File: config.mk
export PLATFORM = sky130hd
export DESIGN_NAME = split_scan_ctrl
export DESIGN_NICKNAME = d
export VERILOG_FILES = /design/src/rtl/split_scan_ctrl.sv
export SDC_FILE = /design/constraint.sdc
export NUM_CORES = 1
export LEC_CHECK = 0
export CORE_MARGIN = 5
export CORE_UTILIZATION = 50
export CTS_CLUSTER_SIZE = 8
export DETAILED_ROUTE_END_ITERATION = 12
export PLACE_DENSITY = 0.87
export SETUP_SLACK_MARGIN = 0.15
export SLEW_MARGIN = 20
export SYNTH_ARGS = -nofsm -noshare
export SYNTH_HDL_FRONTEND = slang
export SYNTH_SLANG_ARGS = --single-unit
File: constraint.sdc
create_clock -name clk -period 2.2 [get_ports clk]
set_input_delay 0.22 -clock clk [delete_from_list [all_inputs] [get_ports clk]]
set_output_delay 0.22 -clock clk [all_outputs]
set_load 0.02 [all_outputs]
File: src/rtl/split_scan_ctrl.sv
// split_scan_ctrl: sweeps a contiguous candidate range through an external
// combinational checker and buffers each satisfying candidate behind valid/ready.
`default_nettype none

module split_scan_ctrl #(
  parameter int W = 16
) (
  input  logic         clk,
  input  logic         rst_n,
  input  logic         start_i,
  input  logic         abort_i,
  input  logic         first_only_i,
  input  logic [W-1:0] base_i,
  input  logic [W:0]   span_i,
  output logic [W-1:0] cand_o,
  input  logic         chk_x_i,
  output logic         sol_valid_o,
  input  logic         sol_ready_i,
  output logic [W-1:0] sol_data_o,
  output logic         busy_o,
  output logic         done_o,
  output logic [W:0]   tested_cnt_o,
  output logic [W:0]   hit_cnt_o
);

  typedef enum logic [1:0] {
    S_IDLE  = 2'd0,
    S_SCAN  = 2'd1,
    S_DRAIN = 2'd2,
    S_DONE  = 2'd3
  } state_e;

  localparam logic [W-1:0] ONE_W = {{(W-1){1'b0}}, 1'b1};
  localparam logic [W:0]   ONE_C = {{W{1'b0}}, 1'b1};
  localparam logic [W:0]   ZERO_C = '0;

  state_e       state_q, state_d;
  logic [W-1:0] cand_q, cand_d;
  logic [W:0]   remaining_q, remaining_d;
  logic         first_only_q, first_only_d;
  logic         sol_valid_q, sol_valid_d;
  logic [W-1:0] sol_data_q, sol_data_d;
  logic [W:0]   tested_q, tested_d;
  logic [W:0]   hit_q, hit_d;

  logic free;
  logic test;
  logic hit;
  logic last;

  always_comb begin
    state_d      = state_q;
    cand_d       = cand_q;
    remaining_d  = remaining_q;
    first_only_d = first_only_q;
    sol_valid_d  = sol_valid_q;
    sol_data_d   = sol_data_q;
    tested_d     = tested_q;
    hit_d        = hit_q;

    free = !sol_valid_q || sol_ready_i;
    // Abort suppresses the test so counters hold exactly as they were.
    test = (state_q == S_SCAN) && free && !abort_i;
    hit  = test && chk_x_i;
    last = test && ((remaining_q == ONE_C) || (chk_x_i && first_only_q));

    if (sol_valid_q && sol_ready_i) begin
      sol_valid_d = 1'b0;
    end

    if (test) begin
      tested_d    = tested_q + ONE_C;
      remaining_d = remaining_q - ONE_C;
      cand_d      = cand_q + ONE_W;
    end

    // A hit reloads the slot even when it is being drained this same cycle.
    if (hit) begin
      sol_data_d  = cand_q;
      sol_valid_d = 1'b1;
      hit_d       = hit_q + ONE_C;
    end

    case (state_q)
      S_IDLE: begin
        if (start_i && !abort_i) begin
          first_only_d = first_only_i;
          cand_d       = base_i;
          remaining_d  = span_i;
          tested_d     = '0;
          hit_d        = '0;
          state_d      = (span_i == ZERO_C) ? S_DONE : S_SCAN;
        end
      end
      S_SCAN: begin
        if (last) begin
          state_d = sol_valid_d ? S_DRAIN : S_DONE;
        end
      end
      S_DRAIN: begin
        if (!sol_valid_d) begin
          state_d = S_DONE;
        end
      end
      S_DONE: begin
        state_d = S_IDLE;
      end
      default: begin
        state_d = S_IDLE;
      end
    endcase

    if (abort_i) begin
      state_d     = S_IDLE;
      sol_valid_d = 1'b0;
    end
  end

  always_ff @(posedge clk or negedge rst_n) begin
    if (!rst_n) begin
      state_q      <= S_IDLE;
      cand_q       <= '0;
      remaining_q  <= '0;
      first_only_q <= 1'b0;
      sol_valid_q  <= 1'b0;
      sol_data_q   <= '0;
      tested_q     <= '0;
      hit_q        <= '0;
    end else begin
      state_q      <= state_d;
      cand_q       <= cand_d;
      remaining_q  <= remaining_d;
      first_only_q <= first_only_d;
      sol_valid_q  <= sol_valid_d;
      sol_data_q   <= sol_data_d;
      tested_q     <= tested_d;
      hit_q        <= hit_d;
    end
  end

  assign cand_o       = cand_q;
  assign sol_valid_o  = sol_valid_q;
  assign sol_data_o   = sol_data_q;
  assign busy_o       = (state_q == S_SCAN) || (state_q == S_DRAIN);
  assign done_o       = (state_q == S_DONE);
  assign tested_cnt_o = tested_q;
  assign hit_cnt_o    = hit_q;

endmodule

`default_nettype wire
; ---- Yosys cells after proc, flatten, opt, wreduce, memory -nomap -nowiden
; Index checks and enable logic that the tools add are counted.
[totals]
word_cells = 57
out_inout_bits = 69
register_bits = 87
inputBits = 40
[op_classes]
add_sub_neg = 4
n_reduce_logical = 16
n_mux = 22
n_eq_ne = 7
[ops]
columns = op, n
row1 = 2-to-1 mux 17 bit, 9
row2 = 2-to-1 mux 16 bit, 3
row3 = "adder 17 x 1 -> 17 bit, second input constant", 2
row4 = "== test 17 x 1 -> 1 bit, second input constant", 1
row5 = zero test 17 bit, 1
row6 = "subtractor 17 x 1 -> 17 bit, second input constant", 1
row7 = "adder 16 x 1 -> 16 bit, second input constant", 1
row8 = 2-to-1 mux 2 bit, 5
row9 = "!= test 3 bit, second input constant", 3
row10 = case mux 2 bit (4 select lines), 1
row11 = logical AND 1 bit, 7
row12 = "== test 2 bit, second input constant", 2
row13 = 2-to-1 mux 1 bit, 4
row14 = logical OR 1 bit, 3
row15 = AND reduction 3 bit, 1
row16 = "== test 2 x 1 -> 1 bit, second input constant", 1
row17 = zero test 1 bit, 2
row18 = zero test 2 bit, 1
row19 = AND reduction 2 bit, 1

; ---- Logic depth before layout (Yosys ltp)
; Gate-level depths: netlist of the first run.
[logic_depth]
depth_word = 10
ltp_mapped = 9
depth_no_buf = 7

; ---- Worst setup path after synthesis of the first run
; No wires, ideal clock.
[synth_path]
path_type = register to register
from = register state_q[1]
to = register hit_q[13], in the netlist hit_cnt_o[13]
stages_incl_launch_ff = 8
path_slack_ps = 425
path_buffers = 0
arrival_ps = 1655
setup_ps = 120
period_less_slack_ps = 1775
required_time_ps = 2080
cell_sequence = dfrtp_1 -> inv_1 -> ha_1 -> nor2b_2 -> nand4_1 -> nor3_2 -> a21oi_1 -> a31o_2
[synth_via]
elab_chain_len = 7
elab_cells_between_ends = 8
classes_between = eq/ne (1) / mux (3) / reduce/logical (4)
[synth_rtl]
columns = item, line
row1 = from (decl), 37  ; state_e state_q, state_d;
row2 = from (signal assigned), 130  ; state_q <= state_d;
row3 = == test 2 x 1 -> 1 bit, 63  ; test = (state_q == S_SCAN) && free && !abort_i;
row4 = logical AND 1 bit (2 in a row), 63
row5 = logical AND 1 bit, 64  ; hit = test && chk_x_i;
row6 = 2-to-1 mux 17 bit, 78  ; if (hit) begin
row7 = 2-to-1 mux 17 bit, 86  ; if (start_i && !abort_i) begin
row8 = 2-to-1 mux 17 bit *, 84  ; case (state_q)
row9 = net hit_d[13], 44  ; logic [W:0] hit_q, hit_d;
row10 = to (signal assigned), 137  ; hit_q <= hit_d;
row11 = to (decl), 44
; Mark *: on every way through the listed nets, which the timed path passes. The rest lies on a longest branch.
; A chain may end at the register's enable or synchronous reset.

; ---- Worst setup path in the final report of the first run
[layout_path]
from = register state_q[1]
to = register remaining_q[14]
[layout_via]
elab_chain_len = 6
elab_cells_between_ends = 7
classes_between = eq/ne (1) / mux (3) / reduce/logical (3)
[layout_rtl]
columns = item, line
row1 = == test 2 x 1 -> 1 bit, 63
row2 = logical AND 1 bit (2 in a row), 63
row3 = 2-to-1 mux 17 bit, 71  ; if (test) begin
row4 = 2-to-1 mux 17 bit, 86
row5 = 2-to-1 mux 17 bit *, 84
row6 = net remaining_d[14], 39  ; logic [W:0] remaining_q, remaining_d;
row7 = to (signal assigned), 132  ; remaining_q <= remaining_d;
row8 = to (decl), 39
; Marks and branches as above.

==> results of run 1 <==
==> metal layers <==
| metal | global-route usage (%) | vias to the layer above | routed length, um | share of wire [%] |
|---|---|---|---|---|
| met1 | 26.6 | 1815 | 4800 | 42 |
| li1 | - | 1792 | - | - |
| met4 | 5.94 | 0 | 148 | 1.3 |
| met2 | 35.1 | 98 | 5740 | 50 |
| met3 | 7.58 | 14 | 699 | 6.1 |
| met5 | 0 | - | 0 | 0 |
==> worst max path at each step <==
| stage | to |
|---|---|
| 2_1_floorplan | hit_cnt_o[13] |
| 3_3_place_gp | cand_o[11] |
| 3_5_place_dp | remaining_q[14] |
| 4_1_cts | hit_cnt_o[13] |
| 5_1_grt | hit_cnt_o[13] |
| 6_report | remaining_q[14] |
==> registers in the layout (all words and copies together), names as in the netlist <==
name,count
hit_cnt_o,17
remaining_q,17
tested_cnt_o,17
cand_o,16
sol_data_o,16
state_q,2
first_only_q,1
sol_valid_o,1
==> layout make-up <==
cell class	count	area, um2
Clock buffer	14	173
Inverter	8	30.0
Multi-Input combinational cell	336	2240
Fill cell	650	2640
Clock inverter	2	37.5
Tap cell	108	135
Sequential cell	87	2180
Timing Repair Buffer	127	1290
==> synth_stat cells (all sizes together), types with 2 or more instances <==
cell type	instances
nor4	10
or3	7
nand2	57
mux2	17
and3	11
nand3	23
and4	6
a211o	2
nor2	40
clkbuf	9
dfrtp	87
nand4	10
ha	9
nor3b	2
xor2	34
xnor2	22
nand3b	3
o21ai	39
buf	8
nand2b	3
nor3	12
a21oi	11
nor2b	3
inv	8
and2b	2
mux2i	4
==> power by group <==
group | switching [mW] | leakage, nW | total [mW] | internal [mW]
Combinational | 1.31 | 1.22 | 2.61 | 1.30
Clock | 0.549 | 0.103 | 1.17 | 0.620
Sequential | 0.532 | 1.13 | 2.63 | 2.09
==> logic make-up after synthesis <==
kind of cell	synth area share, %
AO/OA/AOI/OAI	7.19
XOR/XNOR	10.9
flip-flops	48.5
buffers and inverters	2.51
multiplexers	5.16
AND/OR/NAND/NOR	23.2
adder cells (fa/ha/maj)	2.51
==> worst max-delay path, cell delays in order, from the launching register on <==
cell and delay (ns):
sky130_fd_sc_hd__dfrtp_1 0.42, sky130_fd_sc_hd__inv_1 0.13, sky130_fd_sc_hd__ha_2 0.22, sky130_fd_sc_hd__nand2b_1 0.09, sky130_fd_sc_hd__buf_4 0.19, sky130_fd_sc_hd__nor4b_4 0.26
sky130_fd_sc_hd__buf_4 0.19, sky130_fd_sc_hd__nand4b_1 0.12, sky130_fd_sc_hd__xor2_1 0.17, sky130_fd_sc_hd__a21oi_1 0.16
==> repair_timing <==
item / 4_1_cts / 5_1_grt
buffers inserted: 0 / 5
hold endpoints to repair: 43 / 0
hold buffers: 1 / 0
setup endpoints to repair: 0 / 40
resized for setup: 0 / 9
==> through the flow <==
stage | instances | hold WS [ns] | setup WS (ns) | util, %
4_1_cts | 677 | 0.396 | 0.156 | 68.7
6_report | 682 | 0.398 | 0.190 | 69.7
3_3_place_gp | 660 | 0.255 | 0.177 | 66.2
3_5_place_dp | 660 | 0.260 | 0.0880 | 66.2
2_1_floorplan | 448 | -0.0756 | 0.425 | -
5_1_grt | 682 | 0.424 | 0.0954 | 69.7
==> results list, run 1 <==
* Status: finished clean
- Total negative slack: 0 ns
- Number of buffers created by CTS: 9
* Yosys synthesis warning count: 0
* Antenna-violating nets left: 0
- Y dimension of the die: 105 um
* Endpoint arrival time on the critical path: 2.29 ns
* Count of mapped cells out of synthesis: 448
- Post-Synthesis Mean Instance Area: 10.0 um2
- Maximum number of pins on one net before global-route repair: 49
* Clock Pin Slew Worst Setup and Hold Paths: 0.09 ns
* Critical path launch point: state_q[1]
* Fin. max-slew vios: 0
- Starting utilization of the core area: 51.5%
- In the synthesized netlist the dominant register cell turns out to be sky130_fd_sc_hd__dfrtp_1.
- Critical path capture point type: flop
- Max-cap violations in this run came to 0.
- Wires add up to 11.4 mm.
- The H-tree was split into 3 levels.
- The total overflow left after global routing is 0.
- Post-layout total power: 6.40 mW
- Final setup fails: 0
- Synth top area share: 48.5%
* Latest clock arrival within the worst-skew pair: 0.35 ns
* Required arrival time at the worst endpoint: 2.48 ns
* Library cell used as clock root buffer: sky130_fd_sc_hd__clkbuf_8
* Critical R2R Capture: remaining_q[14]
- Routed length per instance: 16.7 um
- RSZ-0062 raised after global routing: yes
- After layout, the minimum clock period comes to 2.01 ns.
* Final hold violations: 0
* Area Growth Syn to Fin: 35.5%
- Final net count: 618
* Cell taking the most area after synthesis: sky130_fd_sc_hd__dfrtp_1
* Start-to-end type of the worst setup path: reg2reg
- The worst pin sits at a relative slew slack of 61.0%.
- Vias per cell: 5.45
- Share of the yosys chip area belonging to registers: 48.5%
* Transition time at the pin with the least slew margin: 0.585 ns
- Die area: 0.0110 mm2
- Ratio of cells with drive above 1 in the final layout: 12.4%
- Antenna violations before repair: 0
- In this run the static leakage power is 2.46 nW.
- The number of nets handed over by synthesis was 497.
- Final weighted congestion in routability-driven placement: 0.877
- Final HPWL from detailed placement: 8.18 mm
- #FFs+latches synth: 87
* Via count of the first global-routing pass: 3951
- TritonCTS built the clock tree.
- Number of design-rule violations left by the first detailed-router iteration: 117
- Peak fanout along the critical path: 7
- The top cell types in the final layout, fill and taps aside, are 106 x sky130_fd_sc_hd__clkdlybuf4s50_1, 87 x sky130_fd_sc_hd__dfrtp_1, 57 x sky130_fd_sc_hd__nand2_1.
- Dividing total power by cell area gives a power density of 1050 mW/mm2.
* Post-route design area: 0.00608 mm2
- The min-delay analysis places its worst path in the category in2async.
* Cell variety after synth: 46
- The worst-case IR drop observed on VDD is 0.723 mV.
* Placement Rows: 34
- Launch instance of the worst register-to-register path: state_q[1]
- Top post-synthesis cells by area: sky130_fd_sc_hd__dfrtp_1 49%, sky130_fd_sc_hd__xor2_1 6.6%, sky130_fd_sc_hd__nand2_1 4.8%, sky130_fd_sc_hd__xnor2_1 4.3%, sky130_fd_sc_hd__mux2_2 4.3%
* Wire length of the first global-routing pass: 19.6 mm
- Most common library cell in the layout ignoring fill and taps: sky130_fd_sc_hd__clkdlybuf4s50_1
- After synthesis, the share of flip-flops with an asynchronous set or reset is 100%.
- The total area inside the core boundary comes to 0.00872 mm2.
- For this design, the sink count on the clock tree is 87.
* IO Port Bufs: 108
- Number of buffers on the longest clock path: 2
- Setup slack of the worst register-to-register path: 0.19 ns
- Final clock skew: 0.00854 ns
- In this run the horizontal extent of the chip is 105 um.
- R2R depth: 9
- Derived from the worst setup path, the maximum achievable clock frequency is 498 MHz.
- Total placed instance area: 0.00577 mm2
- 109 I/O pins were placed.
- ANT cells: 0
- Startpoint type of the worst setup path: flop
* Combined global-route utilization of all metal layers: 21.3%
- Vias: 3719
- The worst path uses 91.4% of the clock period.
- The synthesized netlist occupies a cell area of 0.00449 mm2.
* Initial DRT Pass Iterations: 4
* Residual DRC: 0
- In this run, synthesis inferred 0 flip-flops with an integrated enable.
No activity file was read; power rests on OpenSTA's default activity.
==> run 2, diff against run 1 <==
--- a/config.mk
+++ b/config.mk
@@ -5,7 +5,7 @@
 export SDC_FILE = /design/constraint.sdc
 export NUM_CORES = 1
 export LEC_CHECK = 0
-export CORE_MARGIN = 5
+export CORE_MARGIN = 3
 export CORE_UTILIZATION = 50
 export CTS_CLUSTER_SIZE = 8
 export DETAILED_ROUTE_END_ITERATION = 12
==> run 2 against run 1 <==
Effect of this change:
- combinational power about the same
- clock-buffer cell count decreased by 3
- clock power increased by 6%
- clock skew increased by 0.0024 ns
- critical endpoint unchanged
- largest cell class unchanged
==> results list, run 2 (same netlist as run 1, synthesis figures left out) <==
- In this run the worst hold path is classified as in2async.
- The total routing resource utilization after global routing was 23.1% (+1.8 points).
- The count of final max-slew check failures was 0 (unchanged).
* Critical path launch point: state_q[1]
- The wire length of the first global-routing pass is 18.7 mm (-4.7%).
* Startpoint type of the worst setup path: flop
* Post-route design area: 0.00609 mm2 (+0.19%)
* Fin util: 72.0% (+2.2 points)
- Final setup fails: 0 (unchanged)
* Via count of the first global-routing pass: 3884 (-1.7%)
* Core Footprint: 0.00846 mm2 (-2.9%)
- The setup slack of the worst register-to-register path came to 0.26 ns (+0.07 ns).
- TritonCTS built the clock tree.
- Endpoint arrival time on the critical path: 2.21 ns (-0.08 ns)
- The clock buffer count from CTS is 9 (unchanged).
- Traced cell by cell, the critical path runs through inv_1, ha_2, nand2b_1, buf_4, nor4b_4, buf_4, nand4b_1, xor2_1, a21oi_1.
- The worst-case reg-to-reg path depth came to 9 (unchanged).
* Final clock skew: 0.0109 ns (+0.00237 ns)
* Routed length per instance: 16.5 um (-0.97%)
- IO Port Bufs: 108 (unchanged)
* Min Clock Period, post-route: 1.94 ns (-0.0748 ns)
* Largest voltage drop on the vdd net: 0.819 mV (+13%)
- Final clock period utilization by the worst path: 88.0% (-3.4 points)
- The clock latency on the worst-skew pair is 0.36 ns (about the same).
- Transition time at the pin with the least slew margin: 0.443 ns (-0.142 ns)
- Post-layout total power: 6.50 mW (+1.5%)
* Power Dens Cells: 1070 mW/mm2 (+1.3%)
- The cell sitting at the root of the clock tree is a sky130_fd_sc_hd__clkbuf_8.
* Highest Clock Rate: 517 MHz (+3.9%)
- Setup repair after global routing could not meet its margin everywhere.
- Number of top-level design ports: 109 (unchanged)
- Total placed instance area: 0.00575 mm2 (-0.37%)
- The critical path is of the reg2reg type.
- Final WL: 11.3 mm (-0.68%)
- The total iterations of the first detailed-routing run is 4 (unchanged).
* Horiz. Die Dim: 101 um (-3.8%)
- The height of the die came to 101 um (-3.8%).
- Peak fanout along the critical path: 7 (unchanged)
* Number of design-rule violations left by the first detailed-router iteration: 219 (+87%)
* Max capacitance violation total: 0 (unchanged)
- The data required time at the worst endpoint was 2.48 ns (about the same).
- The layout cell share with drive strength beyond 1 came to 13.1% (+0.76 points).
- Static leakage: 2.50 nW (+1.6%)
* Clock Pin Slew Worst Setup and Hold Paths: 0.09 ns (about the same)
* Highest-count cells in the layout ignoring fill and taps: 106 x sky130_fd_sc_hd__clkdlybuf4s50_1, 87 x sky130_fd_sc_hd__dfrtp_1, 57 x sky130_fd_sc_hd__nand2_1
* Cell repeated most along the worst path: sky130_fd_sc_hd__buf_4
- Starting utilization of the core area: 53.0% (+1.6 points)
- From synthesis to final layout, the design area changed by 35.7%.
- Final Instance Count excl. Fillers: 684 (+0.29%)
- Slew Limit Headroom: 70.5% (+9.5 points)
- Placement Rows: 33 (-2.9%)
* Longest individual stage delay on the worst path: 0.43 ns (about the same)
- The setup TNS after final layout was 0 ns (unchanged).
- Final hold violations: 0 (unchanged)
- The detailed placer's ending HPWL came to 7.98 mm (-2.4%).
- The slack of the critical path was 0.265 ns (+0.0748 ns).
- The worst register-to-register path begins at state_q[1].
- The placer's final routability congestion estimate was 0.863 (-1.6%).
- ANT cells: 0 (unchanged)
- Critical path capture point type: flop
- Residual DRC: 0 (unchanged)
- The detail-routed via count per cell is 5.51 (+1.1%).
- Antenna violations before repair: 0 (unchanged)
- CP max-delay cell: sky130_fd_sc_hd__dfrtp_1
- Layout fillers: 604 (-7.1%)
* Die area: 0.0101 mm2 (-7.5%)
- The number of clock sinks was 87 (unchanged).
- Status: finished clean
- The worst-case hold slack is 0.339 ns (-0.0597 ns).
- The worst register-to-register path ends at remaining_q[14].
- Leaving out fill and tap cells, the most frequent cell in the layout is sky130_fd_sc_hd__clkdlybuf4s50_1.
- Final net count: 623 (+0.81%)
- Maximum number of pins on one net before global-route repair: 63 (+29%)
* Vias: 3772 (+1.4%)
- The pre-CTS setup slack was 0.153 ns (+0.0652 ns).
* Total overflow reported by the global router: 0 (unchanged)
* CTS H-tree depth: 3 (unchanged)
- The number of buffers on the longest clock path came to 2 (unchanged).
* Number of cells in the design after placement: 658 (-0.30%)
- Antenna-violating nets left: 0 (unchanged)
-- run 2: how the worst max path moves through the flow --
stage                                  to  slack (ns)  cells after the start
final                     remaining_q[14]        0.26                      9
after global routing      remaining_q[14]        0.13                      9
after CTS                    hit_cnt_o[5]        0.16                      8
after detailed placement       cand_o[13]        0.15                      7
after global placement         cand_o[11]        0.23                      7
after floorplan             hit_cnt_o[13]        0.42                      7
-- run 2: routing by layer --
metal	vias to the layer above	wire [um]	track usage, %
met2	104	5540	37.4
met4	0	145	7.77
met5	-	0	0
li1	1798	-	-
met3	11	789	5.40
met1	1859	4840	30.7
-- run 2: where the power goes --
group	switching (mW)	internal [mW]	leakage [nW]
registers	0.540	2.09	1.13
clock network	0.573	0.672	0.110
logic	1.31	1.31	1.26
total	2.42	4.08	2.50
-- run 2: area by class of cell --
| cell class | count | area, um2 | area share [%] |
|---|---|---|---|
| inverter | 8 | 30.0 | 0.493 |
| clock inverter | 5 | 81.3 | 1.34 |
| timing repair buffer | 132 | 1290 | 21.2 |
| sequential | 87 | 2180 | 35.7 |
| clock buffer | 11 | 141 | 2.32 |
| tap | 105 | 131 | 2.16 |
| multi-input combinational | 336 | 2240 | 36.7 |
-- run 2: repair_timing --
action / in CTS / in global routing
gates resized for setup: 0 / 8
hold buffers: 1 / 0
setup endpoints to repair: 0 / 38
endpoints found under the hold margin: 31 / 0
setup buffers: 0 / 9
-- run 2: critical path, delay by kind of cell, from the launching register on --
kind	cells	cell delay, ns
AND/OR/NAND/NOR	3	0.44
XOR/XNOR	1	0.16
flip-flops	1	0.43
adder cells (fa/ha/maj)	1	0.21
AO/OA/AOI/OAI	1	0.15
buffers and inverters	3	0.47
==> run 3, diff against run 2 <==
--- a/config.mk
+++ b/config.mk
@@ -9,7 +9,7 @@
 export CORE_UTILIZATION = 50
 export CTS_CLUSTER_SIZE = 8
 export DETAILED_ROUTE_END_ITERATION = 12
-export PLACE_DENSITY = 0.87
+export PLACE_DENSITY_LB_ADDON = 0.3
 export SETUP_SLACK_MARGIN = 0.15
 export SLEW_MARGIN = 20
 export SYNTH_ARGS = -nofsm -noshare
==> run 3 against run 2 <==
Effect of this change:
- routed wire length shrank 2.7%
- clock power is essentially flat
- worst setup slack lost 0.0095 ns
- combinational power shrank 2%
- sequential power is essentially flat
- global-route usage shrank 0.43 points
- critical endpoint unchanged
==> results list, run 3 (same netlist as run 1, synthesis figures left out) <==
- The via count of the first global-routing pass is 3784 (-2.6%).
- Post-layout total power: 6.43 mW (-1.1%)
- CTS H-tree depth: 3 (unchanged)
- Y dimension of the die: 101 um (unchanged)
* Wire length of the first global-routing pass: 18.4 mm (-1.5%)
* Residual DRC: 0 (unchanged)
* Final net count: 617 (-0.96%)
* Endpoint arrival time on the critical path: 2.22 ns (about the same)
- The maximum number of pins on one net before global-route repair came to 50 (-21%).
* Fin. max-slew vios: 0 (unchanged)
* List of cells traversed by the critical path: inv_2, ha_2, nand2b_1, buf_4, nor4b_4, buf_6, nand4b_1, xor2_1, a21oi_1
- TritonCTS built the clock tree.
- Largest voltage drop on the vdd net: 0.746 mV (-8.8%)
- Ratio of cells with drive above 1 in the final layout: 12.1% (-1.1 points)
- Crit path max-delay family: simple AND/OR/NAND/NOR gates
* Starting utilization of the core area: 53.0% (unchanged)
* Core Footprint: 0.00846 mm2 (unchanged)
- Post-route design area: 0.00604 mm2 (-0.80%)
- The fill cell instance count of the final layout came to 606 (+0.33%).
* Place WS: 0.0718 ns (-0.0814 ns)
- CP max-delay cell: sky130_fd_sc_hd__dfrtp_1
- Max capacitance violation total: 0 (unchanged)
* Number of buffers created by CTS: 9 (unchanged)
- The row count came to 33 (unchanged).
- Combined global-route utilization of all metal layers: 22.7% (-0.43 points)
* Antenna violations before repair: 0 (unchanged)
- The actual slew at the worst max-slew pin was 0.487 ns (+0.0443 ns).
- Reg area: 0.00218 mm2 (unchanged)
- The detail-routed via count per cell came to 5.51 (-0.17%).
- Final HPWL from detailed placement: 7.81 mm (-2.1%)
* Number of buffers on the longest clock path: 2 (unchanged)
* Class of the tightest hold or removal check: in2async
- The final worst clock skew was 0.0134 ns (+0.00247 ns).
- Antenna-violating nets left: 0 (unchanged)
- The number of port buffers came to 108 (unchanged).
* Most common library cell in the layout ignoring fill and taps: sky130_fd_sc_hd__clkdlybuf4s50_1
- The fraction of the cycle the final worst path needs is 88.4% (+0.43 points).
* Area occupied by multi-input gates: 0.00223 mm2 (-0.22%)
- The worst setup path is captured at a flop.
* Clock sinks: 87 (unchanged)
- Setup slack of the worst register-to-register path: 0.26 ns (about the same)
- The worst max-slew margin expressed relative to the limit was 67.5% (-3.0 points).
- Start-to-end type of the worst setup path: reg2reg
- Minimum setup slack in the final design: 0.255 ns (-0.00952 ns)
- CP bufs+invs: 3 (unchanged)
* Static leakage: 2.47 nW (-1.0%)
- The worst setup path is launched from a flop.
* Area Growth Syn to Fin: 34.6%
- Final hold violations: 0 (unchanged)
* Library cell used as clock root buffer: sky130_fd_sc_hd__clkbuf_8
* Total overflow reported by the global router: 0 (unchanged)
- The run finished with clean final reports.
- Total negative slack: 0 ns (unchanged)
- RSZ-0062 raised after global routing: no
* Required arrival time at the worst endpoint: 2.47 ns (about the same)
- Latest clock arrival within the worst-skew pair: 0.35 ns (about the same)
- Die area: 0.0101 mm2 (unchanged)
* Number of design-rule violations left by the first detailed-router iteration: 125 (-43%)
* Highest-count cells in the layout ignoring fill and taps: 106 x sky130_fd_sc_hd__clkdlybuf4s50_1, 87 x sky130_fd_sc_hd__dfrtp_1, 57 x sky130_fd_sc_hd__nand2_1
* Horiz. Die Dim: 101 um (unchanged)
* Initial DRT Pass Iterations: 4 (unchanged)
- Highest Clock Rate: 514 MHz (-0.49%)
* ANT cells: 0 (unchanged)
- Number of top-level design ports: 109 (unchanged)
- Routed length per instance: 16.3 um (-1.7%)
- Power Dens Cells: 1060 mW/mm2 (-0.29%)
- The total number of vias was 3727 (-1.2%).
* Final WL: 11.0 mm (-2.7%)
- Longest individual stage delay on the worst path: 0.43 ns (about the same)
- The total of endpoints with negative setup slack in the final report is 0 (unchanged).
- The maximum fanout count along the critical path is 7 (unchanged).
- Min Clock Period, post-route: 1.94 ns (+0.00952 ns)
* Clock Pin Slew Worst Setup and Hold Paths: 0.09 ns (about the same)
- Total placed instance area: 0.00577 mm2 (+0.22%)
- Final weighted congestion in routability-driven placement: 0.885 (+2.6%)
==> run 3: layout make-up <==
type / count / share of cell area (%)
multi-input cells: 336 / 36.9
repair buffers: 126 / 20.9
clock inverters: 4 / 1.16
inverters: 8 / 0.497
flip-flops and latches: 87 / 36.0
well taps: 105 / 2.17
clock buffers: 11 / 2.34
==> run 3: worst register-to-register path: cells and delay by family (launching register included) <==
family,cells,cell delay (ns)
compound gates,1,0.13
xor+xnor,1,0.16
fa+ha+maj,1,0.20
buf+inv,3,0.45
flops,1,0.43
simple gates,3,0.50
==> run 3: final timing paths <==
kind,to,cells after the start,start
max,remaining_q[14],9,state_q[1]
min,hit_cnt_o[7],2,rst_n
max reg2reg,remaining_q[14],9,state_q[1]
min reg2reg,first_only_q,2,first_only_q
max in group asynchronous,remaining_q[14],3,rst_n
min in group clk,cand_o[11],3,base_i[11]
==> run 3: timing repair <==
item                                    in CTS  in global routing
endpoints found under the setup margin       3                 39
hold buffers                                 1                  0
pin swaps                                    1                  2
buffers inserted                             1                  2
resized for setup                            0                  8
hold endpoints to repair                    36                  0
gates cloned                                 0                  0
==> run 3: through the flow <==
step	hold slack, ns	utilization, %	instances
final	0.367	71.4	677
after global placement	0.221	68.1	658
after detailed placement	0.219	68.1	658
after floorplan	-0.0756	-	448
after CTS	0.371	70.8	675
after global routing	0.406	71.4	677
==> run 3: power by group <==
part	switching, mW	internal [mW]	leakage (nW)	total (mW)
Combinational	1.29	1.29	1.23	2.58
Sequential	0.541	2.09	1.13	2.64
Clock	0.551	0.662	0.109	1.21
==> run 3: per-layer routing <==
layer	global-route usage, %	wire length (um)	vias up	share of wire [%]
met5	0	0	-	0
met4	5.80	76	0	0.69
met3	6.78	710	6	6.5
met2	36.5	5470	105	50
met1	30.1	4760	1834	43
li1	-	-	1782	-
